==> src/rtl/pfa32_sched.sv <==
// rtl/pfa32_sched.sv - two-requester round-robin front end for a shared pipelined fp32 adder (optional PFA32_SCHED_STATS_EN issue counters)
module pfa32_sched #(
  parameter int LAT   = 3,   // adder latency, operand capture to Sum valid; must be >= 1
  parameter int CNT_W = 16
) (
  input  logic             clk,
  input  logic             reset,
  input  logic             req0_valid,
  input  logic [31:0]      req0_a,
  input  logic [31:0]      req0_b,
  output logic             req0_ready,
  input  logic             req1_valid,
  input  logic [31:0]      req1_a,
  input  logic [31:0]      req1_b,
  output logic             req1_ready,
  output logic [31:0]      add_a,
  output logic [31:0]      add_b,
  input  logic [31:0]      add_sum,
  output logic             res_valid,
  output logic             res_id,
  output logic [31:0]      res_sum,
  output logic             busy,
  output logic [CNT_W-1:0] cnt0,
  output logic [CNT_W-1:0] cnt1
);

  logic           grant0;
  logic           grant1;
  logic           accept;
  logic           win_id;
  logic           last;
  logic [LAT:0]   tag_valid;
  logic [LAT:0]   tag_id;

  // Round-robin grant: a lone requester always wins, contention goes to the one not served last.
  always_comb begin
    grant0 = 1'b0;
    grant1 = 1'b0;
    if (req0_valid && req1_valid) begin
      if (last) grant0 = 1'b1;
      else      grant1 = 1'b1;
    end else if (req0_valid) begin
      grant0 = 1'b1;
    end else if (req1_valid) begin
      grant1 = 1'b1;
    end
  end

  assign req0_ready = grant0;
  assign req1_ready = grant1;
  assign accept     = grant0 | grant1;
  assign win_id     = grant1;

  // Operand registers feeding the adder; they hold when nothing is accepted.
  always_ff @(posedge clk or negedge reset) begin
    if (!reset) begin
      add_a <= 32'h0;
      add_b <= 32'h0;
    end else if (accept) begin
      add_a <= win_id ? req1_a : req0_a;
      add_b <= win_id ? req1_b : req0_b;
    end
  end

  // Last-served pointer; resets to 1 so requester 0 wins the first contention.
  always_ff @(posedge clk or negedge reset) begin
    if (!reset) begin
      last <= 1'b1;
    end else if (accept) begin
      last <= win_id;
    end
  end

  // Ownership tags travel alongside the adder pipeline so each sum finds its owner.
  always_ff @(posedge clk or negedge reset) begin
    if (!reset) begin
      tag_valid <= '0;
      tag_id    <= '0;
    end else begin
      tag_valid <= {tag_valid[LAT-1:0], accept};
      tag_id    <= {tag_id[LAT-1:0], win_id};
    end
  end

  // Result registers: capture the adder sum only when the aligned tag is live.
  always_ff @(posedge clk or negedge reset) begin
    if (!reset) begin
      res_valid <= 1'b0;
      res_id    <= 1'b0;
      res_sum   <= 32'h0;
    end else begin
      res_valid <= tag_valid[LAT];
      res_id    <= tag_id[LAT];
      if (tag_valid[LAT]) begin
        res_sum <= add_sum;
      end
    end
  end

  assign busy = (|tag_valid) | res_valid;

`ifdef PFA32_SCHED_STATS_EN
  logic [CNT_W-1:0] cnt0_q;
  logic [CNT_W-1:0] cnt1_q;

  // Saturating per-requester accept counters.
  always_ff @(posedge clk or negedge reset) begin
    if (!reset) begin
      cnt0_q <= '0;
      cnt1_q <= '0;
    end else begin
      if (grant0 && (cnt0_q != '1)) cnt0_q <= cnt0_q + CNT_W'(1);
      if (grant1 && (cnt1_q != '1)) cnt1_q <= cnt1_q + CNT_W'(1);
    end
  end

  assign cnt0 = cnt0_q;
  assign cnt1 = cnt1_q;
`else
  assign cnt0 = '0;
  assign cnt1 = '0;
`endif

endmodule

==> config.mk <==
export PLATFORM = sky130hd
export DESIGN_NAME = pfa32_sched
export DESIGN_NICKNAME = d
export VERILOG_FILES = /design/src/rtl/pfa32_sched.sv
export SDC_FILE = /design/constraint.sdc
export NUM_CORES = 1
export LEC_CHECK = 0
export ABC_AREA = 1
export CORE_MARGIN = 4
export CORE_UTILIZATION = 42
export CTS_CLUSTER_DIAMETER = 100
export CTS_CLUSTER_SIZE = 30
export DETAILED_ROUTE_END_ITERATION = 8
export GPL_TIMING_DRIVEN = 1
export MAX_ROUTING_LAYER = met4
export PLACE_DENSITY = 0.87
export SLEW_MARGIN = 10
export SYNTH_ARGS = -nofsm -noshare
export SYNTH_HDL_FRONTEND = slang
export SYNTH_SLANG_ARGS = --single-unit
==> constraint.sdc <==
create_clock -name clk -period 2.3 [get_ports clk]
set_input_delay 0.46 -clock clk [delete_from_list [all_inputs] [get_ports clk]]
set_output_delay 0.46 -clock clk [all_outputs]
set_load 0.02 [all_outputs]
==> impl_metrics.ini <==
[status]
status = finished, final reports clean

[grt]
grt_pass1_vias = 4975
grt_usage_pct = 23.12
grt_antenna_before_repair = 0
grt_max_degree = 66
grt_pass1_wl_um = 25580
grt_overflow = 0

[worst_setup_path]
reg2reg_depth = 5
worstPathArrival_ps = 1710
worstSetupEndpointType = output pin
cpLargestDelayFamily = buffers and inverters
worstPathCellList = inv_1 > a21boi_0 > clkdlybuf4s50_1
path_buf_inv = 2
reg2reg_slack_ps = 760
critPathSlowestCell = clkdlybuf4s50_1
max_stage_delay_ps = 630
worstPathMaxFanout = 2
critPathRequiredTime_ps = 1840
crit_path_start_kind = flip-flop
timing.rr.end = add_b[2]
r2r-start = last
crit_type = flip-flop to output pin

[yosys]
synth.avg_cell_area_um2 = 7.728
synth-edff-count = 0
synth_area_mm2 = 0.005201
ys_types = 14
synthTopCellsByCount = nand2_1, nand3_1, dfrtp_1, inv_1, buf_4
synthTopCellsByArea = dfrtp_1, nand2_1, nand3_1, inv_1, buf_4
synthFlopType = dfrtp_1
synth.most_common_cell = nand2_1
yosys.area.top_type = dfrtp_1
synth_top_area_share_pct = 51.00
yosys_warnings = 0
ys_async_sr_fraction_pct = 100.0
ys_seq_area_share_pct = 51.50
syn_inst = 673
synth-seq-cells = 107

[cts]
clkSinkCount = 107
postCtsSetupBuffers = 0
insertion_delay_ps = 330
cts-root-buf = clkbuf_16
cts_tree = built
cts_made_buffers = 9
cts_buffer_depth = 2
clk_pin_slew_ps = 70
cts_resized = 0
h-tree-depth = 3
holdBufCountCts = 0

[route]
vias = 5064
antenna_left = 0
drcViolationCount = 0
via_per_inst = 4.650
drt-total-wl_um = 16310
drt-initial-drc-count = 348
dr.pass1.iters = 4
wl_per_cell_um = 14.97

[placement]
post-place-cells = 1073
place_hpwl_um = 11950
gp_routability_congestion = 0.8291
port_buffers = 264
dpl-instance-area_mm2 = 0.007823

[timing]
worst_slew_pin_slew_ps = 732.9
final-hold-violation-count = 0
rsz0062_at_grt = no
setup_viol = 0
period_needed_ps = 2167
whs_ps = 67.41
relSlewSlack_pct = 51.14
skew_ps = 8.079
finalCritPeriodShare_pct = 94.21
slew_viol_final = 0
max_freq_ghz = 0.4615
tns_ps = 0

[layout]
fin_util_pct = 67.24
drive_gt1_share_pct = 3.474
multiInputGateArea_mm2 = 0.001810
nFillCells = 987
ff_latch_area_mm2 = 0.002680
fin_area_mm2 = 0.008110
final_cells = 1089
area_delta_synth_final_pct = 55.93
fin_nets = 1080
antenna_cells = 0

[power_and_ir_drop]
cellPowerDensity_mw_per_mm2 = 625.0
power_leakage_uw = 0.004116
vdd_ir_drop_max_mv = 0.4671

[floorplan]
io_pins = 297
rows = 40
core_mm2 = 0.01206
die_w_um = 119.3
die_h_um = 119.3
start_util_pct = 43.12
die-area_mm2 = 0.01423

[worst_hold_path]
hp-class = input pin to asynchronous set/reset pin

[flow_run]
drv_cap = 0
final cells by class:
class	count	share of cell area, %
clock buffers	12	2.916
clock inverters	4	0.6325
inverters	99	4.582
multi-input cells	424	22.32
flip-flops and latches	107	33.05
well taps	168	2.592
repair buffers	275	33.91
cells in the final DEF (no fill, tap or decap), types with 2 or more instances in the layout:
cell type,instances
dfrtp_1,105
o21ai_0,33
conb_1,32
buf_4,9
clkbuf_1,3
inv_1,99
clkdlybuf4s50_1,261
clkbuf_16,9
nand3_1,128
buf_12,3
nand2_2,2
buf_2,2
nand2_1,225
worst max path at each step:
| stage | cells after the start | to | slack [ps] | from |
|---|---|---|---|---|
| after floorplan | 3 | req0_ready | 550 | req1_valid |
| after global routing | 3 | req0_ready | 50 | last |
| after detailed placement | 3 | req0_ready | 430 | req1_valid |
| after global placement | 3 | req0_ready | 430 | req1_valid |
| after CTS | 3 | req0_ready | 110 | last |
| final | 3 | req0_ready | 130 | last |
power by group:
part / total [µW] / switching [µW] / leakage, µW / internal, µW
combinational: 1380 / 703 / 0.00269 / 675
clock: 1520 / 669 / 0.000137 / 849
sequential: 2170 / 105 / 0.00129 / 2070
state kept, by name, summed over array words and instances (netlist names):
name and flops:
res_id 1, add_b 32, last 1, res_sum 32, tag_id 4, add_a 32, res_valid 1, tag_valid 4
per-stage QoR:
stage	setup WS [ps]	total power, µW
finish	133.2	5069
global route	47.30	5309
CTS	105.8	5122
detailed placement	431.0	3595
global placement	428.0	3569
floorplan	546.9	2839
per-layer routing:
layer  vias up  global-route usage, %  share of wire (%)
met5         -                      -                  0
met4         0                  8.979                2.6
met3        27                  6.268                9.9
met2       226                  36.91                 48
met1      2325                  28.00                 40
li1       2486                      -                  -
cells by family (layout without fill, tap and decap cells):
kind of cell,count (synthesis),after routing,share of synthesized area [%]
flip-flops,107,107,51.50
AND/OR/NAND/NOR,358,358,28.94
buffers and inverters,173,390,16.17
other,1,32,0.07210
AO/OA/AOI/OAI,34,34,3.320
Power figures use the tool's default switching activity.
